### src/rtl/duty_ramp_pkg.sv
// duty_ramp_pkg: shared state encoding and default parameters for the duty-cycle ramp.
package duty_ramp_pkg;

    typedef enum logic [1:0] {IDLE, UP, DOWN} ramp_state_t;

    localparam int DUTY_W_DEF   = 8;
    localparam int PRESCALE_DEF = 256;
    localparam int STEP_DEF     = 1;

endpackage

### src/rtl/duty_ramp_prescaler.sv
// duty_ramp_prescaler: counts enabled clocks 0..PRESCALE-1 and flags the wrap cycle as a tick.
module duty_ramp_prescaler #(
    parameter int PRESCALE = 256
) (
    input  logic i_clk,
    input  logic i_rst,
    input  logic i_en,
    input  logic i_clr,
    output logic o_tick
);

    localparam int CW = (PRESCALE > 1) ? $clog2(PRESCALE) : 1;
    localparam logic [CW-1:0] LAST = CW'(PRESCALE - 1);

    logic [CW-1:0] r_cnt;

    assign o_tick = i_en && (r_cnt == LAST);

    always_ff @(posedge i_clk or posedge i_rst) begin
        if (i_rst)
            r_cnt <= '0;
        else if (i_clr)
            r_cnt <= '0;
        else if (i_en)
            r_cnt <= o_tick ? '0 : r_cnt + CW'(1);
    end

endmodule

### src/rtl/duty_cycle_ramp.sv
// duty_cycle_ramp: slews the PWM duty cycle toward the programmed target by STEP every PRESCALE clocks.
// Optional ramp-complete pulse output enabled by defining DUTY_RAMP_DONE_EN.
module duty_cycle_ramp
    import duty_ramp_pkg::*;
#(
    parameter int WIDTH    = DUTY_W_DEF,
    parameter int PRESCALE = PRESCALE_DEF,
    parameter int STEP     = STEP_DEF
) (
    input  logic             i_clk,
    input  logic             i_rst,
    input  logic             i_ena,
    input  logic [WIDTH-1:0] i_target_duty,
    input  logic             i_ramp_en,
    output logic [WIDTH-1:0] o_duty_out,
    output logic             o_busy
`ifdef DUTY_RAMP_DONE_EN
    ,
    output logic             o_ramp_done
`endif
);

    localparam logic [WIDTH:0] STEP_X = (WIDTH+1)'(STEP);

    logic [WIDTH-1:0] r_target_q;
    logic [WIDTH-1:0] r_duty;
    ramp_state_t      r_state;
    logic             r_busy;
    logic             w_gt, w_lt, w_eq;
    logic             w_hold, w_run, w_clr, w_tick;
    logic [WIDTH:0]   w_sum, w_lim;
    logic [WIDTH-1:0] w_up, w_dn, w_next;

    always_comb begin
        w_gt   = r_target_q > r_duty;
        w_lt   = r_target_q < r_duty;
        w_eq   = r_target_q == r_duty;
        // Saturating steps are computed one bit wider so duty never wraps.
        w_sum  = {1'b0, r_duty} + STEP_X;
        w_lim  = {1'b0, r_target_q} + STEP_X;
        w_up   = (w_sum >= {1'b0, r_target_q}) ? r_target_q : w_sum[WIDTH-1:0];
        w_dn   = ({1'b0, r_duty} <= w_lim) ? r_target_q : r_duty - STEP_X[WIDTH-1:0];
        w_next = (r_state == UP) ? w_up : w_dn;
        w_hold = i_ramp_en && ((r_state == UP && w_gt) || (r_state == DOWN && w_lt));
        w_run  = i_ena && w_hold;
        w_clr  = i_ena && !w_hold;
    end

    duty_ramp_prescaler #(.PRESCALE(PRESCALE)) u_prescaler (
        .i_clk  (i_clk),
        .i_rst  (i_rst),
        .i_en   (w_run),
        .i_clr  (w_clr),
        .o_tick (w_tick)
    );

`ifdef DUTY_RAMP_DONE_EN
    logic r_done;
    assign o_ramp_done = r_done;
`endif

    always_ff @(posedge i_clk or posedge i_rst) begin
        if (i_rst) begin
            r_target_q <= '0;
            r_duty     <= '0;
            r_state    <= IDLE;
            r_busy     <= 1'b0;
`ifdef DUTY_RAMP_DONE_EN
            r_done     <= 1'b0;
`endif
        end else if (i_ena) begin
            r_target_q <= i_target_duty;
`ifdef DUTY_RAMP_DONE_EN
            r_done     <= 1'b0;
`endif
            if (!i_ramp_en) begin
                r_duty  <= r_target_q;
                r_state <= IDLE;
                r_busy  <= 1'b0;
            end else if (r_state == IDLE) begin
                r_state <= w_gt ? UP : (w_lt ? DOWN : IDLE);
                r_busy  <= !w_eq;
            end else if (!w_hold) begin
                r_state <= w_eq ? IDLE : ((r_state == UP) ? DOWN : UP);
                r_busy  <= !w_eq;
            end else if (w_tick) begin
                r_duty <= w_next;
                if (w_next == r_target_q) begin
                    r_state <= IDLE;
                    r_busy  <= 1'b0;
`ifdef DUTY_RAMP_DONE_EN
                    r_done  <= 1'b1;
`endif
                end
            end
        end
    end

    assign o_duty_out = r_duty;
    assign o_busy     = r_busy;

endmodule

### config.mk
export PLATFORM = sky130hd
export DESIGN_NAME = duty_cycle_ramp
export DESIGN_NICKNAME = d
export VERILOG_FILES = /design/src/rtl/duty_ramp_pkg.sv /design/src/rtl/duty_ramp_prescaler.sv /design/src/rtl/duty_cycle_ramp.sv
export SDC_FILE = /design/constraint.sdc
export NUM_CORES = 1
export LEC_CHECK = 0
export BUFFER_PORTS_ARGS = -buffer_cell sky130_fd_sc_hd__clkbuf_2
export CAP_MARGIN = 40
export CORE_ASPECT_RATIO = 1.4
export CORE_MARGIN = 5
export CORE_UTILIZATION = 55
export CTS_CLUSTER_DIAMETER = 150
export DETAILED_ROUTE_END_ITERATION = 8
export PLACE_DENSITY = 0.77
export SYNTH_ARGS = -nofsm -noshare
export SYNTH_HDL_FRONTEND = slang
export SYNTH_SLANG_ARGS = --single-unit
### constraint.sdc
create_clock -name i_clk -period 3 [get_ports i_clk]
set_input_delay 0.6 -clock i_clk [delete_from_list [all_inputs] [get_ports i_clk]]
set_output_delay 0.6 -clock i_clk [all_outputs]
set_load 0.1 [all_outputs]
==> flow_metrics.py, run 1 <==
metrics = {
    "critical_path": {
        "arrival_ps": 3200,
        "cp-end-kind": "register",
        "crit_path_max_incr_delay_ps": 410,
        "crit_chain": "clkinv_4, nor3_4, nand3_2, nor3_2, xnor2_1, ha_1, nand3_2, a211o_4, a211oi_4, inv_2, a31oi_4, nor3_2, o21ai_2, mux2_4",
        "worstPathMaxFanout": 4,
        "crit_slowest_cell": "dfrtp_1",
        "cp_top_family": "compound AO/OA/AOI/OAI gates",
        "path_depth": 14,
        "critical_path_required_ps": 3170,
        "crit_type": "register to register",
        "cp-start-kind": "register",
        "r2r_cells": 14,
        "critical_path_buf_inv_count": 2,
    },
    "run_status": {
        "violations": "setup timing",
        "status": "complete, but fails checks",
    },
    "global_routing": {
        "antenna_found_initial": 0,
        "grt_pass1_wl_um": 13800,
        "grt_max_degree": 31,
        "first_global_vias": 2822,
        "grt_usage": 0.267,
        "grt-ovfl-total": 0,
    },
    "synth": {
        "ys_seq_elements": 27,
        "synthXorXnorAreaFrac": 0.0929,
        "synth-seq-area-share": 0.247,
        "syn-num-nets": 371,
        "yosysTopAreaCellShare": 0.247,
        "synth_largest_area_cell": "dfrtp_1",
        "ys_top_cells_by_area": "dfrtp_1 25%, ha_1 13%, xnor2_1 7.1%, o21ai_0 5.5%, nand2_1 5.2%",
        "synth_compound_area_frac": 0.208,
        "postSynth.asyncResetShare": 1.00,
        "synth_top_family_by_area": "compound AO/OA/AOI/OAI gates",
        "yosysWarningCount": 0,
        "avgSynthCellArea_um2": 8.26,
        "yosys.area_share.simple": 0.208,
        "synthCells": 331,
        "netlist_area_mm2": 0.00273,
        "synth_edf_count": 0,
        "ys_types": 57,
        "synthFlopType": "dfrtp_1",
        "muxShareOfSynthArea": 0.0527,
        "synthAdderAreaFrac": 0.128,
    },
    "placed_design": {
        "port_buffers": 20,
        "dp_slack_ps": -63.3,
        "placed_cells_incl_taps": 443,
        "hpwlAfterDp_um": 6430,
        "place.gp.congestion": 0.954,
        "dpl_cell_area_mm2": 0.00322,
    },
    "route": {
        "drc": 0,
        "drt_iter0_markers": 307,
        "drtPass1Iterations": 5,
        "wl_per_cell_um": 18.4,
        "postRouteAntennaNets": 0,
        "wl_um": 8330,
        "vias": 2848,
        "vias_per_cell": 6.30,
    },
    "sta": {
        "clock.fmax_mhz": 330,
        "final-setup-viol-count": 3,
        "period_needed_ps": 3030,
        "skew_ps": 10.8,
        "period_share": 1.01,
        "setup_tns_ps": -73.2,
        "finalHoldViolCount": 0,
        "worst_pin_slew_ps": 562,
        "relSlewSlack": 0.622,
        "drv_slew": 0,
        "rsz0062_at_grt": "true",
        "layout_setup_ws_ps": -30.8,
    },
    "floorplanning": {
        "die_x_um": 69.6,
        "die-area_mm2": 0.00650,
        "dieHeight_um": 93.4,
        "rows": 30,
        "io_pins": 21,
        "start_util": 0.564,
        "core_area_mm2": 0.00484,
    },
    "min_path": {
        "hold_class": "input pin to asynchronous set/reset pin",
    },
    "clocking": {
        "cts_sinks": 27,
        "cts_root_buf": "clkbuf_8",
        "cts_tree": "done",
        "clk_pin_slew_ps": 100,
        "cts_max_level": 1,
        "insertion_delay_ps": 280,
        "cts_made_buffers": 3,
        "holdBufCountCts": 0,
        "cts_buffer_depth": 2,
    },
    "cells_and_area": {
        "final_cells": 452,
        "antenna_cells": 0,
        "final_core_util": 0.697,
        "syn_to_final_growth_pct": 23.6,
        "drive_above_1_share": 0.284,
        "layout.nets": 429,
        "final_area_mm2": 0.00338,
    },
    "power_and_ir_drop": {
        "p_leak_nw": 1.47,
        "ir_worst_vdd_uv": 470,
        "p_per_area_mw_per_mm2": 1050,
    },
    "job": {
        "max-cap-violations": 0,
    },
}
area by class of cell:
cell class              count  area, um^2
fillers                   386        1470
clock inverters             1        5.00
repair buffers             68         464
flip-flops and latches     27         701
clock buffers               3        41.3
inverters                  24        95.1
multi-input cells         265        1990
well taps                  64        80.1
flip-flops by register name (all words and copies together), names as in the netlist:
name / cells
r_target_q: 8
u_prescaler.r_cnt: 8
o_duty_out: 8
r_state: 2
o_busy: 1
per-layer routing:
layer / global-route usage / vias up / wire length, um / share of wire
met5: 0 / - / 0 / 0
met4: 0.166 / 0 / 586 / 0.070
met3: 0.0301 / 53 / 495 / 0.059
met2: 0.476 / 149 / 4180 / 0.50
met1: 0.300 / 1333 / 3060 / 0.37
li1: - / 1313 / - / -
per-stage QoR:
step,total power [mW],hold slack [ps]
5_1_grt,3.78,394
2_1_floorplan,2.34,472
3_5_place_dp,3.12,507
4_1_cts,3.41,364
6_report,3.54,352
3_3_place_gp,3.07,497
report_power, final:
| part | internal, mW | switching, mW |
|---|---|---|
| sequential | 0.483 | 0.184 |
| clock | 0.0933 | 0.120 |
| combinational | 1.03 | 1.63 |
cell families (layout without fill, tap and decap cells):
group	after synthesis	after routing
muxes	14	14
xor gates and xnor gates	29	29
AOI/OAI and AO/OA	86	86
and+or+nand+nor	108	108
DFF	27	27
buffers and inverters	39	96
adders and majority gates	28	28
timing repair:
item | CTS | global route
pin swaps | 8 | 8
resized for setup | 6 | 9
buffers inserted | 3 | 2
endpoints found under the setup margin | 2 | 13
final timing paths:
| check | from | end | slack, ps |
|---|---|---|---|
| min in group i_clk | i_target_duty[7] | r_target_q[7]$_DFFE_PP0P_ | 520 |
| max in group asynchronous | i_rst | o_duty_out[2]$_DFFE_PP0P_ | 2350 |
| min reg2reg | u_prescaler.r_cnt[0]$_DFFE_PP0P_ | u_prescaler.r_cnt[0]$_DFFE_PP0P_ | 530 |
| max | r_target_q[4]$_DFFE_PP0P_ | o_busy$_DFFE_PP0P_ | -30 |
| max reg2reg | r_target_q[4]$_DFFE_PP0P_ | o_busy$_DFFE_PP0P_ | -30 |
| min | i_rst | u_prescaler.r_cnt[3]$_DFFE_PP0P_ | 350 |
synthesized netlist by cell type (all sizes together), types with 4 or more instances:
cell type  number
a21oi          13
a31oi           6
buf             7
clkbuf          8
dfrtp          27
ha             28
inv            22
mux2i          11
nand2          40
nand2b          6
nand3          17
nand4           4
nor2           10
nor3           12
o21ai          31
o2bb2ai         5
xnor2          22
xor2            7
cell usage in the layout, fill, tap and decap left out, types with 3 or more instances in the layout:
cell       netlist  routed
ha_1            28      28
buf_4            0      47
o21ai_0         30      30
nor2b_1          3       3
o21a_1           3       3
nand2_1         38      38
xor2_1           7       7
dfrtp_4          0       6
o221ai_1         3       3
mux2i_1         11      11
nand4_1          4       4
inv_2            0       3
or4_1            3       3
xnor2_1         22      22
o31ai_1          3       3
clkbuf_2         1      20
o2bb2ai_1        5       5
a31oi_1          6       5
nor2_1          10      10
a21oi_1         13      12
inv_1           22      19
nand3_1         16      14
nor3_1          10       8
dfrtp_1         27      19
nand2b_1         6       6
clkbuf_8         1       3
worst register-to-register path: stages (launching register included):
cell,delay [ps]
dfrtp_1,410
clkinv_4,70
nor3_4,200
nand3_2,110
nor3_2,200
xnor2_1,100
ha_1,320
nand3_2,100
a211o_4,290
a211oi_4,320
inv_2,90
a31oi_4,150
nor3_2,80
o21ai_2,180
mux2_4,320
Power figures use the tool's default switching activity.
==> run 2, diff against run 1 <==
--- a/config.mk
+++ b/config.mk
@@ -5,14 +5,14 @@
 export SDC_FILE = /design/constraint.sdc
 export NUM_CORES = 1
 export LEC_CHECK = 0
-export BUFFER_PORTS_ARGS = -buffer_cell sky130_fd_sc_hd__clkbuf_2
 export CAP_MARGIN = 40
 export CORE_ASPECT_RATIO = 1.4
 export CORE_MARGIN = 5
-export CORE_UTILIZATION = 55
+export CORE_UTILIZATION = 58
 export CTS_CLUSTER_DIAMETER = 150
 export DETAILED_ROUTE_END_ITERATION = 8
-export PLACE_DENSITY = 0.77
+export DONT_BUFFER_PORTS = 1
+export PLACE_DENSITY = 0.76
 export SYNTH_ARGS = -nofsm -noshare
 export SYNTH_HDL_FRONTEND = slang
 export SYNTH_SLANG_ARGS = --single-unit
==> run 2 against run 1 <==
The flow now finishes without violations. Final area decreased by 1.3%. Wire length decreased by 5.2%. Non-clock buffer count decreased by 19. Hold slack got worse by 83 ps. Utilization increased by 3.7 points. Clock-buffer cell count increased by 1. Final cell count decreased by 4.6%. Largest power group unchanged. Highest routed layer unchanged.
==> flow_metrics.py, run 2 (synthesized netlist as in run 1, its figures left out) <==
metrics = {
    "power_and_ir_drop": {
        "ir_worst_vdd_uv": 478,
        "p_int_mw": 1.60,
        "pwr-share-comb": 0.756,
        "p_leak_nw": 1.41,
        "p_clk_frac": 0.063,
        "p_sw_mw": 1.90,
        "seqPwrFrac": 0.181,
        "power_switching_share": 0.542,
        "p_per_area_mw_per_mm2": 1050,
        "fin_total_pwr_mw": 3.50,
    },
    "floorplanning": {
        "start_util": 0.602,
        "core_area_mm2": 0.00454,
        "io_pins": 21,
        "dieHeight_um": 91.2,
        "die_x_um": 68.0,
        "die-area_mm2": 0.00620,
        "rows": 29,
    },
    "placed_design": {
        "dpl_cell_area_mm2": 0.00316,
        "dp_slack_ps": -49.7,
        "place.gp.congestion": 1.01,
        "placed_cells_incl_taps": 423,
        "port_buffers": 0,
        "hpwlAfterDp_um": 6100,
    },
    "cells_and_area": {
        "final_cells": 431,
        "final_cell_mix": "47 x buf_4, 38 x nand2_1, 28 x o21ai_0",
        "antenna_cells": 0,
        "layout.nets": 410,
        "num-fill-cells": 370,
        "syn_to_final_growth_pct": 21.9,
        "final_core_util": 0.735,
        "drive_above_1_share": 0.257,
        "final_common_cell": "buf_4",
        "final_area_mm2": 0.00333,
    },
    "clocking": {
        "cts_made_buffers": 3,
        "clk_pin_slew_ps": 100,
        "cts_buffer_depth": 2,
        "cts_sinks": 27,
        "cts_max_level": 1,
        "insertion_delay_ps": 280,
        "holdBufCountCts": 0,
        "cts_tree": "done",
        "cts_root_buf": "clkbuf_8",
    },
    "global_routing": {
        "grt_usage": 0.272,
        "antenna_found_initial": 0,
        "first_global_vias": 2767,
        "grt_max_degree": 32,
        "grt-ovfl-total": 0,
        "grt_pass1_wl_um": 13000,
    },
    "route": {
        "drc": 0,
        "drt_iter0_markers": 216,
        "wl_per_cell_um": 18.3,
        "postRouteAntennaNets": 0,
        "wl_um": 7900,
        "drtPass1Iterations": 4,
        "vias_per_cell": 6.31,
        "vias": 2718,
    },
    "job": {
        "max-cap-violations": 0,
    },
    "critical_path": {
        "cp-end-kind": "register",
        "worstPathMaxFanout": 4,
        "r2r_setup_slack_ps": 6,
        "critical_path_required_ps": 3180,
        "arrival_ps": 3170,
        "cp-start-kind": "register",
        "crit_type": "register to register",
    },
    "sta": {
        "rsz0062_at_grt": "true",
        "finalHoldViolCount": 0,
        "clock.fmax_mhz": 334,
        "skew_ps": 5.83,
        "timing.hold.ws_ps": 269,
        "period_needed_ps": 2990,
        "period_share": 0.998,
        "relSlewSlack": 0.592,
        "drv_slew": 0,
        "layout_setup_ws_ps": 6.30,
        "final-setup-viol-count": 0,
        "worst_pin_slew_ps": 611,
        "setup_tns_ps": 0,
    },
    "min_path": {
        "hold_class": "input pin to asynchronous set/reset pin",
    },
    "run_status": {
        "status": "finished, final reports clean",
    },
}
-- run 2: cell types whose count changed in the layout (fill, tap and decap cells not counted), moves of 2 or more --
cell / before / now
xnor2_1: 22 / 20
xnor2_2: 0 / 2
o21ai_0: 30 / 28
o21ai_1: 0 / 2
o22ai_1: 2 / 0
clkbuf_2: 20 / 0
o22ai_2: 0 / 2
-- run 2: worst max-delay path, stage by stage, from the launching register on --
cell      delay, ps
dfrtp_1         420
ha_1            310
nand3_1         120
xnor2_1         140
ha_1            290
nand2_1         100
a211o_4         330
a211oi_4        300
inv_2           100
a31oi_4         160
nor3_2           90
o21ai_2         210
mux2_4          330
-- run 2: path summary, 6_finish.rpt --
kind / startpoint / end / depth (start not counted)
setup reg to reg: r_target_q[1]$_DFFE_PP0P_ / r_state[1]$_DFFE_PP0P_ / 12
min in group i_clk: i_ena / u_prescaler.r_cnt[3]$_DFFE_PP0P_ / 1
max in group asynchronous: i_rst / u_prescaler.r_cnt[5]$_DFFE_PP0P_ / 2
setup / recovery: r_target_q[1]$_DFFE_PP0P_ / r_state[1]$_DFFE_PP0P_ / 12
hold / removal: i_rst / r_target_q[4]$_DFFE_PP0P_ / 1
hold reg to reg: u_prescaler.r_cnt[1]$_DFFE_PP0P_ / u_prescaler.r_cnt[1]$_DFFE_PP0P_ / 1
-- run 2: cell type report --
| type | count | area, um^2 | area share |
|---|---|---|---|
| Sequential cell | 27 | 701 | 0.210 |
| Tap cell | 62 | 77.6 | 0.0233 |
| Clock buffer | 4 | 45.0 | 0.0135 |
| Inverter | 24 | 95.1 | 0.0285 |
| Timing Repair Buffer | 49 | 395 | 0.119 |
| Multi-Input combinational cell | 265 | 2020 | 0.606 |
-- run 2: timing repair --
| action | CTS | global route |
|---|---|---|
| endpoints found under the setup margin | 3 | 13 |
| buffers inserted | 3 | 1 |
| pin swaps | 7 | 9 |
| gates resized for setup | 7 | 15 |
-- run 2: power by group through the flow --
stage / Sequential [mW] / Combinational, mW / Clock, mW
2_1_floorplan: 1.05 / 1.29 / 0
3_3_place_gp: 0.674 / 2.32 / 0
3_5_place_dp: 0.631 / 2.45 / 0
4_1_cts: 0.629 / 2.51 / 0.224
5_1_grt: 0.648 / 2.86 / 0.243
6_report: 0.634 / 2.65 / 0.221
-- run 2: routing by layer --
| layer | wire length [um] | track usage |
|---|---|---|
| met5 | 0 | 0 |
| met4 | 493 | 0.176 |
| met3 | 363 | 0.0358 |
| met2 | 4060 | 0.455 |
| met1 | 2980 | 0.311 |
